File: src/rtl/opb_master.sv
// Single-outstanding OPB initiator: converts host request/response handshakes
// into one-cycle decoder strobes and returns the decoder's registered read data.
module opb_master #(
  parameter int READ_LAT    = 1,
  parameter bit CHECK_ALIGN = 1'b1
) (
  input  logic        OPB_CLK,
  input  logic        OPB_RST_N,
  input  logic        HOST_REQ_VALID,
  output logic        HOST_REQ_READY,
  input  logic        HOST_REQ_WR,
  input  logic [31:0] HOST_REQ_ADDR,
  input  logic [31:0] HOST_REQ_WDATA,
  output logic        HOST_RSP_VALID,
  input  logic        HOST_RSP_READY,
  output logic [31:0] HOST_RSP_RDATA,
  output logic        HOST_RSP_ERR,
  output logic        DEC_RE,
  output logic        DEC_WE,
  output logic [31:0] DEC_ADDR,
  output logic [31:0] DEC_DI,
  input  logic [31:0] DEC_DO
);

  typedef enum logic [2:0] {IDLE, WRITE, READ, WAIT, RESP} state_e;

  localparam logic [3:0] LAT_LOAD = 4'(READ_LAT - 1);

  state_e      state_q, state_d;
  logic [3:0]  cnt_q, cnt_d;
  logic        ready_q, ready_d;
  logic        rsp_valid_q, rsp_valid_d;
  logic [31:0] rdata_q, rdata_d;
  logic        err_q, err_d;
  logic        re_q, re_d;
  logic        we_q, we_d;
  logic [31:0] addr_q, addr_d;
  logic [31:0] di_q, di_d;

  logic accept;
  logic misaligned;
  logic cnt_done;

  assign accept     = ready_q && HOST_REQ_VALID;
  assign misaligned = CHECK_ALIGN && (HOST_REQ_ADDR[1:0] != 2'b00);
  assign cnt_done   = (cnt_q == 4'd0);

  always_ff @(posedge OPB_CLK or negedge OPB_RST_N) begin
    if (!OPB_RST_N) begin
      state_q     <= IDLE;
      cnt_q       <= 4'd0;
      ready_q     <= 1'b0;
      rsp_valid_q <= 1'b0;
      rdata_q     <= 32'd0;
      err_q       <= 1'b0;
      re_q        <= 1'b0;
      we_q        <= 1'b0;
      addr_q      <= 32'd0;
      di_q        <= 32'd0;
    end else begin
      state_q     <= state_d;
      cnt_q       <= cnt_d;
      ready_q     <= ready_d;
      rsp_valid_q <= rsp_valid_d;
      rdata_q     <= rdata_d;
      err_q       <= err_d;
      re_q        <= re_d;
      we_q        <= we_d;
      addr_q      <= addr_d;
      di_q        <= di_d;
    end
  end

  always_comb begin
    state_d = state_q;
    unique case (state_q)
      IDLE: begin
        if (accept) begin
          if (misaligned)       state_d = RESP;
          else if (HOST_REQ_WR) state_d = WRITE;
          else                  state_d = READ;
        end
      end
      WRITE:   state_d = RESP;
      READ:    state_d = WAIT;
      WAIT:    if (cnt_done) state_d = RESP;
      RESP:    if (HOST_RSP_READY) state_d = IDLE;
      default: state_d = IDLE;
    endcase
  end

  // Every visible output is a register, so its next value is decoded from state_d.
  always_comb begin
    ready_d     = (state_d == IDLE);
    rsp_valid_d = (state_d == RESP);
    we_d        = (state_d == WRITE);
    re_d        = (state_d == READ);
    addr_d      = addr_q;
    di_d        = di_q;
    rdata_d     = rdata_q;
    err_d       = err_q;
    cnt_d       = cnt_q;

    if (state_q == IDLE && accept) begin
      addr_d  = HOST_REQ_ADDR;
      rdata_d = 32'd0;
      err_d   = misaligned;
      if (HOST_REQ_WR) di_d = HOST_REQ_WDATA;
    end

    if (state_q == READ) cnt_d = LAT_LOAD;

    if (state_q == WAIT) begin
      if (cnt_done) rdata_d = DEC_DO;
      else          cnt_d   = cnt_q - 4'd1;
    end
  end

  assign HOST_REQ_READY = ready_q;
  assign HOST_RSP_VALID = rsp_valid_q;
  assign HOST_RSP_RDATA = rdata_q;
  assign HOST_RSP_ERR   = err_q;
  assign DEC_RE         = re_q;
  assign DEC_WE         = we_q;
  assign DEC_ADDR       = addr_q;
  assign DEC_DI         = di_q;

endmodule

File: config.mk
export PLATFORM = sky130hd
export DESIGN_NAME = opb_master
export DESIGN_NICKNAME = d
export VERILOG_FILES = /design/src/rtl/opb_master.sv
export SDC_FILE = /design/constraint.sdc
export NUM_CORES = 1
export LEC_CHECK = 0
export CORE_MARGIN = 2
export CORE_UTILIZATION = 44
export CTS_BUF_LIST = sky130_fd_sc_hd__clkbuf_4 sky130_fd_sc_hd__clkbuf_8 sky130_fd_sc_hd__clkbuf_16
export CTS_CLUSTER_DIAMETER = 200
export CTS_CLUSTER_SIZE = 8
export DETAILED_ROUTE_END_ITERATION = 7
export GPL_TIMING_DRIVEN = 0
export PLACE_DENSITY = 0.87
export SLEW_MARGIN = 10
export SYNTH_ARGS = -nofsm -noshare
export SYNTH_HDL_FRONTEND = slang
export SYNTH_SLANG_ARGS = --single-unit
File: constraint.sdc
create_clock -name OPB_CLK -period 2.8 [get_ports OPB_CLK]
set_clock_uncertainty 0.05 [all_clocks]
set_input_delay 0.28 -clock OPB_CLK [delete_from_list [all_inputs] [get_ports OPB_CLK]]
set_output_delay 0.28 -clock OPB_CLK [all_outputs]
set_load 0.02 [all_outputs]
After elaboration in Yosys (flattened, before gate mapping)
Cells that the tools add are included.
{"block": "word_totals", "reg_bits": 108, "inputBits": 101, "output_inout_bits": 101, "elab_cells": 37}
{"block": "classes", "n_addsub": 1, "n_eq_ne": 7, "n_mux": 12, "reduce_logical": 7}
{"op": "$mux 32", "n": 3}
{"op": "$pmux 3 s5", "n": 1}
{"op": "$mux 3", "n": 4}
{"op": "$mux 4", "n": 3}
{"op": "$eq 3x2->1 const B", "n": 3}
{"op": "$eq 3x1->1 const B", "n": 2}
{"op": "$eq 3x3->1 const B", "n": 2}
{"op": "$logic_not 3->1", "n": 2}
{"op": "$logic_not 4->1", "n": 1}
{"op": "$sub 4x1->4 const B", "n": 1}
{"op": "$logic_and 1x1->1", "n": 2}
{"op": "$mux 2", "n": 1}
{"op": "$reduce_and 2->1", "n": 1}
{"op": "$reduce_bool 2->1", "n": 1}

Logic depth before layout (Yosys ltp)
Gate-level depths: netlist (run 1).
{"block": "logic_depth", "ltp_word": 5, "depth_mapped": 7, "depth_no_buf": 5}

Worst setup path before layout (run 1)
OpenSTA, ideal clock, no wires.
{"block": "synth_path", "kind": "reg2reg", "from": "register cnt_q[0]", "to": "register rdata_q[13], in the netlist HOST_RSP_RDATA[13]", "setup_ns": 0.120, "t_arrival_ns": 1.552, "t_required_ns": 2.630, "setup_slack_ns": 1.078, "path_stages_with_launch": 8, "path_buffers": 2, "synth_period_minus_slack_ns": 1.722, "cell_sequence": "dfrtp_1 -> inv_1 -> ha_1 -> nor4bb_1 -> buf_2 -> nand2_1 -> buf_2 -> a31o_2"}
{"block": "synth_between", "elab_chain_cells": 3}
{"element": "from (decl)", "line": "30", "rtl": "logic [3:0] cnt_q, cnt_d;"}
{"element": "from (signal assigned)", "line": "62", "rtl": "cnt_q <= cnt_d;"}
{"element": "$logic_not 4->1", "line": "46", "rtl": "assign cnt_done = (cnt_q == 4'd0);"}
{"element": "$mux 32", "line": "114", "rtl": "if (cnt_done) rdata_d = DEC_DO;"}
{"element": "$mux 32", "line": "113", "rtl": "if (state_q == WAIT) begin"}
{"element": "via rdata_d[13]", "line": "33", "rtl": "logic [31:0] rdata_q, rdata_d;"}
{"element": "to (signal assigned)", "line": "65", "rtl": "rdata_q <= rdata_d;"}
{"element": "to (decl)", "line": "33"}
The timed path passes the listed nets, and every way through them passes these cells.
A chain may end at the register's enable or synchronous reset.

Worst setup path after layout (run 1)
{"block": "layout_path", "from": "register cnt_q[1]", "to": "register rdata_q[8], in the netlist HOST_RSP_RDATA[8]"}
Same word-level chain as after synthesis.

==> reports/results.tsv, run 1 <==
stage	metric	value	unit
status	status	finished, final reports clean	
global_route	GRT Residual Overflow	0	
power_and_ir_drop	Sw Share	34.53	%
floorplanning	I/O Pins	202	
placed_design	HPWL after DPL	8256	um
worst_setup_path	Worst Path Class, Setup	reg2reg	
routing	vias	3316	
sta	RSZ-0062 raised after global routing	false	
clock_network	CTS-repair resized insts	0	
sta	Final setup viols	0	
global_route	first-pass GRT wire length	16970	um
power_and_ir_drop	VDD IR max	0.5846	mV
routing	drt via density	5.086	
worst_setup_path	crit path launch type	register	
floorplanning	Horiz. Die Dim	102.9	um
power_and_ir_drop	cell-internal power	4.151	mW
floorplanning	Core ar.	9639	sq um
floorplanning	die footprint	10600	sq um
routing	Post-route DRC	0	
logic_synthesis	register area share after synthesis	62.75	%
power_and_ir_drop	Psw	2.189	mW
floorplanning	Rows	36	
clock_network	total number of H-tree levels	3	
sta	Hold Fails Final Rpt	0	
logic_synthesis	asr flop ratio synth	100.0	%
floorplanning	Starting Density	44.68	%
logic_synthesis	synthesized flop and latch total	108	
logic_synthesis	syn_area_per_cell	14.36	sq um
power_and_ir_drop	power density over cell area	940.6	nW/um^2
global_route	gr usage total	20.81	%
logic_synthesis	Post-Syn Nets	402	
routing	DRT Pass-1 Iters	6	
worst_setup_path	worst reg2reg setup slack	670	ps
logic_synthesis	top post-synthesis cells by area	dfrtp_1 63%, mux2_2 8.9%, mux2_1 7.8%	
sta	min cycle time layout	2128	ps
sta	Rel. slew slack	68.78	%
global_route	largest net degree at the start of global routing	74	
logic_synthesis	share of the synthesized area in the top cell type	62.75	%
logic_synthesis	EDFF count, synth	0	
routing	post-route ant nets	0	
worst_setup_path	worst-path fanout max	10	
layout	layout cells sized above 1	16.38	%
clock_network	CTS sink cnt	108	
sta	final hold slack	314.8	ps
logic_synthesis	Mapped Cells	300	
routing	drt total wl	11080	um
worst_setup_path	Critical R2R Capture	HOST_RSP_RDATA[8]$_DFF_PN0_	
worst_setup_path	RR Startpoint	cnt_q[1]$_DFF_PN0_	
placed_design	PortBufs	201	
power_and_ir_drop	Comb pwr share	46.4	%
global_route	vias in the first global route	3399	
job	max-cap check violation count	0	
layout	area grow syn2layout	56.51	%
sta	pins over their slew limit	0	
power_and_ir_drop	Pwr Total	6.340	mW
power_and_ir_drop	Seq pwr share	37.8	%
routing	Starting DRT DRC Count	71	
logic_synthesis	Post-synth top flop	dfrtp_1	
power_and_ir_drop	Clock power frac	15.8	%
placed_design	GP Congestion	0.7444	
logic_synthesis	Post-Syn Area	4307	sq um
logic_synthesis	count leader, synth	dfrtp_1	
clock_network	Clock Pin Slew Worst Setup and Hold Paths	100	ps
worst_setup_path	CP arrival	2330	ps
sta	Slew @ Worst Pin	468.3	ps
routing	Avg WL per Cell	16.99	um
logic_synthesis	Unique masters post-synth	33	
logic_synthesis	Ys Warns	0	
worst_setup_path	Worst Path Required	3000	ps
logic_synthesis	area leader, netlist	dfrtp_1	
worst_setup_path	Reg2Reg Depth	7	
clock_network	Root Driver	clkbuf_8	
layout	number of diodes	0	
clock_network	# Post-CTS Setup Buffers	0	
logic_synthesis	Post-synth top cells	108 x dfrtp_1, 34 x mux2_2, 33 x and3_1, 30 x mux2_1, 17 x a31o_1	
sta	f_max	469.9	MHz
clock_network	CTS tree	done	
global_route	initial antenna violation count	0	
clock_network	clk_lat worst skew	360	ps
clock_network	cts bufs inserted	9	
worst_setup_path	element type at the critical path end	register	
layout	Final #Nets	616	
sta	post-route clock period utilization	76.00	%
clock_network	CTS max path bufs	2	
floorplanning	Die H	102.9	um
min_path	HP Class	in2async	
power_and_ir_drop	Leakage	3.024	nW
-- worst max-delay path by stage --
| stage | start | end | slack (ps) |
|---|---|---|---|
| final | cnt_q[1]$_DFF_PN0_ | HOST_RSP_RDATA[8]$_DFF_PN0_ | 670 |
| after detailed placement | cnt_q[1]$_DFF_PN0_ | HOST_RSP_RDATA[14]$_DFF_PN0_ | 720 |
| after global routing | cnt_q[1]$_DFF_PN0_ | HOST_RSP_RDATA[14]$_DFF_PN0_ | 510 |
| after floorplan | cnt_q[0]$_DFF_PN0_ | HOST_RSP_RDATA[13]$_DFF_PN0_ | 1080 |
| after CTS | cnt_q[1]$_DFF_PN0_ | HOST_RSP_RDATA[6]$_DFF_PN0_ | 700 |
| after global placement | OPB_RST_N | DEC_DI[28]$_DFFE_PN0P_ | -2580 |
-- cell usage in the layout (no fill, tap or decap), types with 2 or more instances in the layout --
master / instances
o211ai_1: 2
o21ai_0: 2
nand2_1: 3
clkbuf_1: 6
nor2_1: 3
a31o_1: 17
buf_6: 3
nor3b_1: 3
mux2_2: 34
dfrtp_1: 108
clkbuf_8: 12
clkdlybuf4s50_1: 200
buf_2: 8
and3_1: 33
mux2i_1: 2
buf_4: 5
a31o_2: 15
inv_1: 7
o22ai_1: 3
nor2b_1: 2
a21oi_1: 2
mux2_1: 30
-- kinds of logic after synthesis --
group,synth area share (%)
compound gates,8.484
simple gates,7.699
buf+inv,3.574
flops,62.75
fa+ha+maj,0.2905
mux,17.20
-- registers in the layout (all words and copies together), names as in the netlist --
signal,count
DEC_ADDR,32
DEC_DI,32
DEC_RE,1
DEC_WE,1
HOST_REQ_READY,1
HOST_RSP_ERR,1
HOST_RSP_RDATA,32
HOST_RSP_VALID,1
cnt_q,4
state_q,3
-- repair_timing --
action / 4_1_cts / 5_1_grt
setup endpoints to repair: 0 / 0
hold buffers: 1 / 0
hold endpoints to repair: 35 / 0
-- power groups by stage --
| stage | clock network [mW] | logic [mW] | registers [mW] |
|---|---|---|---|
| 2_1_floorplan | 0 | 0.823 | 3.06 |
| 3_3_place_gp | 0 | 2.90 | 2.39 |
| 3_5_place_dp | 0 | 2.96 | 2.43 |
| 4_1_cts | 1.04 | 2.97 | 2.40 |
| 5_1_grt | 1.09 | 3.13 | 2.46 |
| 6_report | 1.00 | 2.94 | 2.40 |
-- final cells by class --
class / count / area [sq um]
Tap cell: 133 / 166.4
Buffer: 22 / 127.6
Clock inverter: 3 / 43.79
Clock buffer: 13 / 172.7
Sequential cell: 108 / 2703
Timing Repair Buffer: 203 / 2051
Inverter: 7 / 26.28
Multi-Input combinational cell: 163 / 1450
Fill cell: 688 / 2899
-- layer usage --
metal / track usage, % / wire [um] / vias to the layer above / part of all wire, %
li1: - / - / 1516 / -
met1: 25.04 / 4410 / 1634 / 40
met2: 35.61 / 5499 / 150 / 50
met3: 5.627 / 987 / 16 / 8.9
met4: 8.198 / 182 / 0 / 1.6
met5: 0 / 0 / - / 0
-- per-stage QoR --
step                      utilization, %  cell area [sq um]  worst slack, ps  instances  TNS, ps
after floorplan                        -               4307             1078        300        0
final                              69.92               6740            672.0        652        0
after CTS                          69.92               6740            703.6        652        0
after global routing               69.92               6740            505.0        652        0
after detailed placement           67.58               6514            721.6        635        0
after global placement             67.28               6485            -2584        634  -278300
-- worst max-delay path: stages, from the launching register on --
cell and delay, ps:
dfrtp_1 410, inv_1 80, ha_1 200, nor4bb_1 280, buf_2 260, nand2_1 240, buf_2 260, a31o_2 250
No activity file was read; power rests on OpenSTA's default activity.
==> run 2, diff against run 1 <==
--- a/config.mk
+++ b/config.mk
@@ -6,13 +6,13 @@
 export NUM_CORES = 1
 export LEC_CHECK = 0
 export CORE_MARGIN = 2
-export CORE_UTILIZATION = 44
+export CORE_UTILIZATION = 37
 export CTS_BUF_LIST = sky130_fd_sc_hd__clkbuf_4 sky130_fd_sc_hd__clkbuf_8 sky130_fd_sc_hd__clkbuf_16
 export CTS_CLUSTER_DIAMETER = 200
 export CTS_CLUSTER_SIZE = 8
 export DETAILED_ROUTE_END_ITERATION = 7
 export GPL_TIMING_DRIVEN = 0
-export PLACE_DENSITY = 0.87
+export PLACE_DENSITY = 0.78
 export SLEW_MARGIN = 10
 export SYNTH_ARGS = -nofsm -noshare
 export SYNTH_HDL_FRONTEND = slang
==> constraint.sdc (replaced) <==
create_clock -name OPB_CLK -period 1.9 [get_ports OPB_CLK]
set_clock_uncertainty 0.05 [all_clocks]
set_input_delay 0.19 -clock OPB_CLK [delete_from_list [all_inputs] [get_ports OPB_CLK]]
set_output_delay 0.19 -clock OPB_CLK [all_outputs]
set_load 0.02 [all_outputs]
==> run 2 against run 1 <==
  * Non-clock buffer count rose by 4
  * Fmax increased by 17%
  * Flip-flop and latch count unchanged
  * Critical path depth did not move
  * Sequential share of layout area decreased by 1.1 points
  * Die area up 18%
  * Combinational power rose by 49%
  * Clock power rose by 82%
  * Global-route usage fell by 2.6 points
  * Via count is 0.27% higher
  * Register-to-register slack got worse by 590 ps
  * Critical path type unchanged
  * Critical endpoint is now HOST_RSP_RDATA[11]$_DFF_PN0_
==> reports/results.tsv, run 2 (synthesis gave the netlist of run 1 again) <==
stage	metric	value	unit
floorplanning	Horiz. Die Dim	111.9	um
power_and_ir_drop	Clock power frac	18.7	%
global_route	vias in the first global route	3659	
worst_setup_path	Crit path depth	7	
global_route	largest net degree at the start of global routing	56	
global_route	GRT Residual Overflow	0	
floorplanning	Core ar.	11370	sq um
clock_network	CTS max path bufs	2	
routing	vias	3325	
worst_setup_path	Worst Path Class, Setup	reg2reg	
clock_network	CTS tree	done	
sta	Rel. slew slack	65.61	%
worst_setup_path	worst reg2reg setup slack	80	ps
layout	number of diodes	0	
worst_setup_path	crit-path cells	inv_1 > ha_4 > nor4bb_4 > buf_4 > nand2_4 > buf_6 > a31o_2	
power_and_ir_drop	Seq pwr share	36.2	%
routing	drt via density	5.000	
routing	Starting DRT DRC Count	128	
layout	post-layout util	60.89	%
worst_setup_path	crit path launch type	register	
worst_setup_path	CP arrival	1990	ps
worst_setup_path	Reg2Reg Depth	7	
layout	layout cells sized above 1	18.20	%
power_and_ir_drop	Sw Share	33.56	%
sta	Hold Fails Final Rpt	0	
floorplanning	Starting Density	37.88	%
placed_design	dpl ws	-197.2	ps
floorplanning	Rows	39	
power_and_ir_drop	Pwr Total	9.742	mW
sta	Setup WS post-layout	84.40	ps
clock_network	total number of H-tree levels	3	
global_route	gr usage total	18.19	%
worst_setup_path	worst-path fanout max	10	
sta	min cycle time layout	1816	ps
clock_network	Clock Pin Slew Worst Setup and Hold Paths	70	ps
clock_network	clk_lat worst skew	330	ps
worst_setup_path	CP max stage delay	390	ps
power_and_ir_drop	cell-internal power	6.473	mW
worst_setup_path	worst-path cell with the longest stage delay	dfrtp_1	
worst_setup_path	WP buf/inv	3	
job	max-cap check violation count	0	
floorplanning	I/O Pins	202	
placed_design	PortBufs	201	
sta	Final setup viols	0	
placed_design	HPWL after DPL	8490	um
worst_setup_path	element type at the critical path end	register	
worst_setup_path	Setup crit end	HOST_RSP_RDATA[11]$_DFF_PN0_	
layout	commonest non-fill, non-tap cell in the layout	clkdlybuf4s50_1	
sta	f_max	550.8	MHz
sta	post-route clock period utilization	95.56	%
global_route	first-pass GRT wire length	18250	um
sta	Slew @ Worst Pin	515.8	ps
clock_network	CTS sink cnt	108	
placed_design	GP Congestion	0.7926	
routing	DRT Pass-1 Iters	4	
worst_setup_path	Worst Path Required	2070	ps
power_and_ir_drop	Psw	3.269	mW
power_and_ir_drop	VDD IR max	0.8026	mV
clock_network	cts bufs inserted	9	
power_and_ir_drop	power density over cell area	1407	nW/um^2
layout	most frequent cells in the layout	200 x clkdlybuf4s50_1, 108 x dfrtp_1, 34 x mux2_2	
routing	Avg WL per Cell	17.01	um
layout	Final #Nets	620	
global_route	initial antenna violation count	0	
routing	drt total wl	11310	um
worst_setup_path	Crit path max-delay family	buffers and inverters	
clock_network	Root Driver	clkbuf_16	
layout	area grow syn2layout	60.75	%
floorplanning	Die H	111.9	um
floorplanning	die footprint	12520	sq um
power_and_ir_drop	Comb pwr share	45.0	%
sta	pins over their slew limit	0	
worst_setup_path	worst setup path start	cnt_q[1]$_DFF_PN0_	
worst_setup_path	Critical R2R Capture	HOST_RSP_RDATA[11]$_DFF_PN0_	
routing	post-route ant nets	0	
power_and_ir_drop	Leakage	3.119	nW
sta	final hold slack	323.7	ps
worst_setup_path	RR Startpoint	cnt_q[1]$_DFF_PN0_	
status	status	finished, final reports clean	
routing	Post-route DRC	0	
min_path	HP Class	in2async	
[run 2: changes by cell type in the layout (fill, tap and decap cells not counted), moves of 2 or more]
cell,delta
clkinv_2,+2
buf_6,+3
nand2_1,-2
buf_2,-4
clkbuf_16,+9
clkbuf_8,-11
clkbuf_1,-3
clkbuf_2,+2
buf_4,+6
[run 2: timing repair]
action                     CTS  global route
buffers inserted             3             1
gates resized for setup      8            14
cloned                       0             0
hold endpoints to repair    53             0
hold buffers                 1             0
setup endpoints to repair   32            29
[run 2: stage by stage]
step	setup TNS (ps)	area, sq um	instances
3_5_place_dp	-6212	6526	645
4_1_cts	0	6873	664
5_1_grt	-71.55	6923	665
6_report	0	6923	665
3_3_place_gp	-370120	6497	644
2_1_floorplan	0	4307	300
[run 2: layout make-up]
| cell class | instances | area [sq um] |
|---|---|---|
| fillers | 943 | 4447 |
| inverters | 7 | 26.28 |
| flip-flops and latches | 108 | 2703 |
| clock buffers | 10 | 239.0 |
| repair buffers | 207 | 2081 |
| plain buffers | 22 | 155.1 |
| well taps | 143 | 178.9 |
| multi-input cells | 163 | 1488 |
| clock inverters | 5 | 52.55 |
[run 2: worst min path at each step]
stage,endpoint,slack (ps),startpoint
global placement,DEC_DI[13]$_DFFE_PN0P_,420,DEC_DI[13]$_DFFE_PN0P_
global route,DEC_DI[11]$_DFFE_PN0P_,360,OPB_RST_N
finish,DEC_DI[13]$_DFFE_PN0P_,320,OPB_RST_N
floorplan,DEC_ADDR[0]$_DFFE_PN0P_,-160,OPB_RST_N
CTS,DEC_DI[11]$_DFFE_PN0P_,340,OPB_RST_N
detailed placement,DEC_DI[11]$_DFFE_PN0P_,130,OPB_RST_N
[run 2: routing by layer]
metal  vias to the layer above  GRT usage, %  wire length, um
met5                         -             0                0
met4                         0         7.490              238
met3                        19         6.206             1113
met2                       169         29.74             5465
met1                      1613         22.14             4493
li1                       1524             -                -
[run 2: power by group through the flow]
stage               sequential, mW  clock, mW  combinational [mW]
finish                        3.53       1.82                4.39
global placement              3.53          0                4.28
floorplan                     4.52          0                1.21
detailed placement            3.58          0                4.38
CTS                           3.54       1.88                4.42
global route                  3.64       1.97                4.66
==> run 3, diff against run 2 <==
--- a/config.mk
+++ b/config.mk
@@ -17,3 +17,4 @@
 export SYNTH_ARGS = -nofsm -noshare
 export SYNTH_HDL_FRONTEND = slang
 export SYNTH_SLANG_ARGS = --single-unit
+export TNS_END_PERCENT = 5
==> run 3 against run 2 <==
  * Wire length fell by 0.37%
  * Fmax rose by 0.78%
  * Combinational power barely moved
  * Hold slack improved by 2.9 ps
  * Global-route usage did not move
  * Clock-buffer cell count did not move
  * Sequential power barely moved
  * Final cell count fell by 0.15%
  * Non-clock buffer count fell by 1
  * Die area did not move
  * Critical endpoint is now HOST_RSP_RDATA[28]$_DFF_PN0_
  * Largest cell class unchanged
  * Largest power group unchanged
==> reports/results.tsv, run 3 (synthesis gave the netlist of run 1 again) <==
stage	metric	value	unit
worst_setup_path	worst-path cell with the longest stage delay	dfrtp_1	
routing	wl on met1	4512	um
sta	Hold Fails Final Rpt	0	
worst_setup_path	CP most frequent cell	buf_4	
routing	drt total wl	11270	um
worst_setup_path	element type at the critical path end	register	
floorplanning	I/O Pins	202	
floorplanning	Die H	111.9	um
global_route	vias in the first global route	3659	
sta	Rel. slew slack	65.52	%
placed_design	HPWL after DPL	8490	um
worst_setup_path	CP max stage delay	400	ps
layout	commonest non-fill, non-tap cell in the layout	clkdlybuf4s50_1	
clock_network	Clock Pin Slew Worst Setup and Hold Paths	70	ps
worst_setup_path	Worst Path Class, Setup	reg2reg	
clock_network	total number of H-tree levels	3	
power_and_ir_drop	cell-internal power	6.473	mW
worst_setup_path	crit-path cells	inv_1 > ha_4 > nor4bb_4 > buf_4 > buf_4 > buf_4 > and3_1 > a31o_1	
sta	post-route clock period utilization	94.82	%
clock_network	CTS sink cnt	108	
floorplanning	Rows	39	
clock_network	CTS max path bufs	2	
worst_setup_path	Crit path max-delay family	buffers and inverters	
clock_network	CTS tree	done	
worst_setup_path	worst-path fanout max	10	
placed_design	GP Congestion	0.7926	
worst_setup_path	crit path launch type	register	
power_and_ir_drop	VDD IR max	0.8026	mV
routing	met2 wire length	5409	um
clock_network	clk_lat worst skew	330	ps
floorplanning	Core ar.	11370	sq um
routing	Avg WL per Cell	16.97	um
global_route	first-pass GRT wire length	18250	um
layout	layout cells sized above 1	18.23	%
global_route	initial antenna violation count	0	
global_route	GRT Residual Overflow	0	
clock_network	cts bufs inserted	9	
job	max-cap check violation count	0	
sta	min cycle time layout	1802	ps
power_and_ir_drop	power density over cell area	1408	nW/um^2
layout	post-layout util	60.82	%
routing	vias	3314	
routing	DR WL met3	1096	um
power_and_ir_drop	Comb pwr share	45.0	%
layout	fin cells	664	
sta	Final setup viols	0	
worst_setup_path	CP arrival	2020	ps
power_and_ir_drop	Psw	3.265	mW
power_and_ir_drop	Leakage	3.113	nW
routing	top sig layer	met4	
layout	number of diodes	0	
layout	most frequent cells in the layout	200 x clkdlybuf4s50_1, 108 x dfrtp_1, 34 x mux2_2	
layout	Final #Nets	619	
global_route	gr usage total	18.19	%
routing	post-route ant nets	0	
floorplanning	die footprint	12520	sq um
routing	DRT Pass-1 Iters	4	
floorplanning	Horiz. Die Dim	111.9	um
sta	f_max	555.1	MHz
status	status	finished, final reports clean	
worst_setup_path	Worst Path Required	2120	ps
routing	Post-route DRC	0	
floorplanning	Starting Density	37.88	%
global_route	largest net degree at the start of global routing	56	
sta	Slew @ Worst Pin	517.2	ps
layout	area grow syn2layout	60.58	%
sta	pins over their slew limit	0	
min_path	HP Class	in2async	
placed_design	placed cells	645	
clock_network	Root Driver	clkbuf_16	
layout	FILL cells	942	
placed_design	PortBufs	201	
routing	Starting DRT DRC Count	112	
worst_setup_path	WP buf/inv	4	
power_and_ir_drop	Sw Share	33.53	%
power_and_ir_drop	Clock power frac	18.7	%
power_and_ir_drop	Seq pwr share	36.2	%
routing	drt via density	4.991	
run 3: cell count changes in the layout (fill, tap and decap cells not counted):
cell and delta:
inv_1 -1, buf_4 -1, inv_2 +1
run 3: final timing paths:
check                                 startpoint                           end  slack [ps]  cells past startpoint
min in group OPB_CLK           HOST_REQ_WDATA[4]         DEC_DI[4]$_DFFE_PN0P_         390                      2
setup / recovery              cnt_q[0]$_DFF_PN0_  HOST_RSP_RDATA[28]$_DFF_PN0_         100                      8
max in group asynchronous              OPB_RST_N  HOST_RSP_RDATA[20]$_DFF_PN0_         820                      3
hold / removal                         OPB_RST_N        DEC_DI[13]$_DFFE_PN0P_         330                      2
hold reg to reg            DEC_DI[3]$_DFFE_PN0P_         DEC_DI[3]$_DFFE_PN0P_         440                      1
setup reg to reg              cnt_q[0]$_DFF_PN0_  HOST_RSP_RDATA[28]$_DFF_PN0_         100                      8
run 3: routing by layer:
layer	up-vias	GRT usage, %
met5	-	0
li1	1525	-
met2	171	29.74
met1	1598	22.14
met4	0	7.490
met3	20	6.206
run 3: through the flow:
step	hold WS (ps)	setup WS (ps)	area [sq um]	setup TNS [ps]	power, mW
3_3_place_gp	422.8	-3396	6497	-370120	7.810
5_1_grt	360.2	-16.73	6915	-32.49	10.27
4_1_cts	339.5	5.528	6873	0	9.844
2_1_floorplan	-155.6	178.0	4307	0	5.728
3_5_place_dp	127.0	-197.2	6526	-6212	7.960
6_report	326.7	98.50	6915	0	9.738
run 3: power groups by stage:
| stage | Sequential (mW) | Clock (mW) | Combinational, mW |
|---|---|---|---|
| 3_5_place_dp | 3.58 | 0 | 4.38 |
| 2_1_floorplan | 4.52 | 0 | 1.21 |
| 5_1_grt | 3.64 | 1.97 | 4.66 |
| 4_1_cts | 3.54 | 1.88 | 4.42 |
| 6_report | 3.53 | 1.82 | 4.39 |
| 3_3_place_gp | 3.53 | 0 | 4.28 |
run 3: final cells by class:
type                            instances  area, sq um  area share, %
Clock buffer                           10        239.0          3.456
Inverter                                7        26.28         0.3800
Multi-Input combinational cell        163         1488          21.51
Clock inverter                          5        52.55         0.7599
Timing Repair Buffer                  206         2073          29.98
Buffer                                 22        155.1          2.244
Tap cell                              143        178.9          2.587
Sequential cell                       108         2703          39.08
run 3: repair_timing:
| item | in CTS | in global routing |
|---|---|---|
| setup endpoints to repair | 32 | 29 |
| resized for setup | 8 | 15 |
| buffers inserted | 3 | 0 |
| hold buffers | 1 | 0 |
| endpoints found under the hold margin | 53 | 0 |
| pin swaps | 0 | 1 |
run 3: worst reg2reg max path, cell delays in order (launching register included):
cell and delay, ps:
dfrtp_1 400, inv_1 100, ha_4 160, nor4bb_4 290, buf_4 200, buf_4 120
buf_4 150, and3_1 170, a31o_1 110
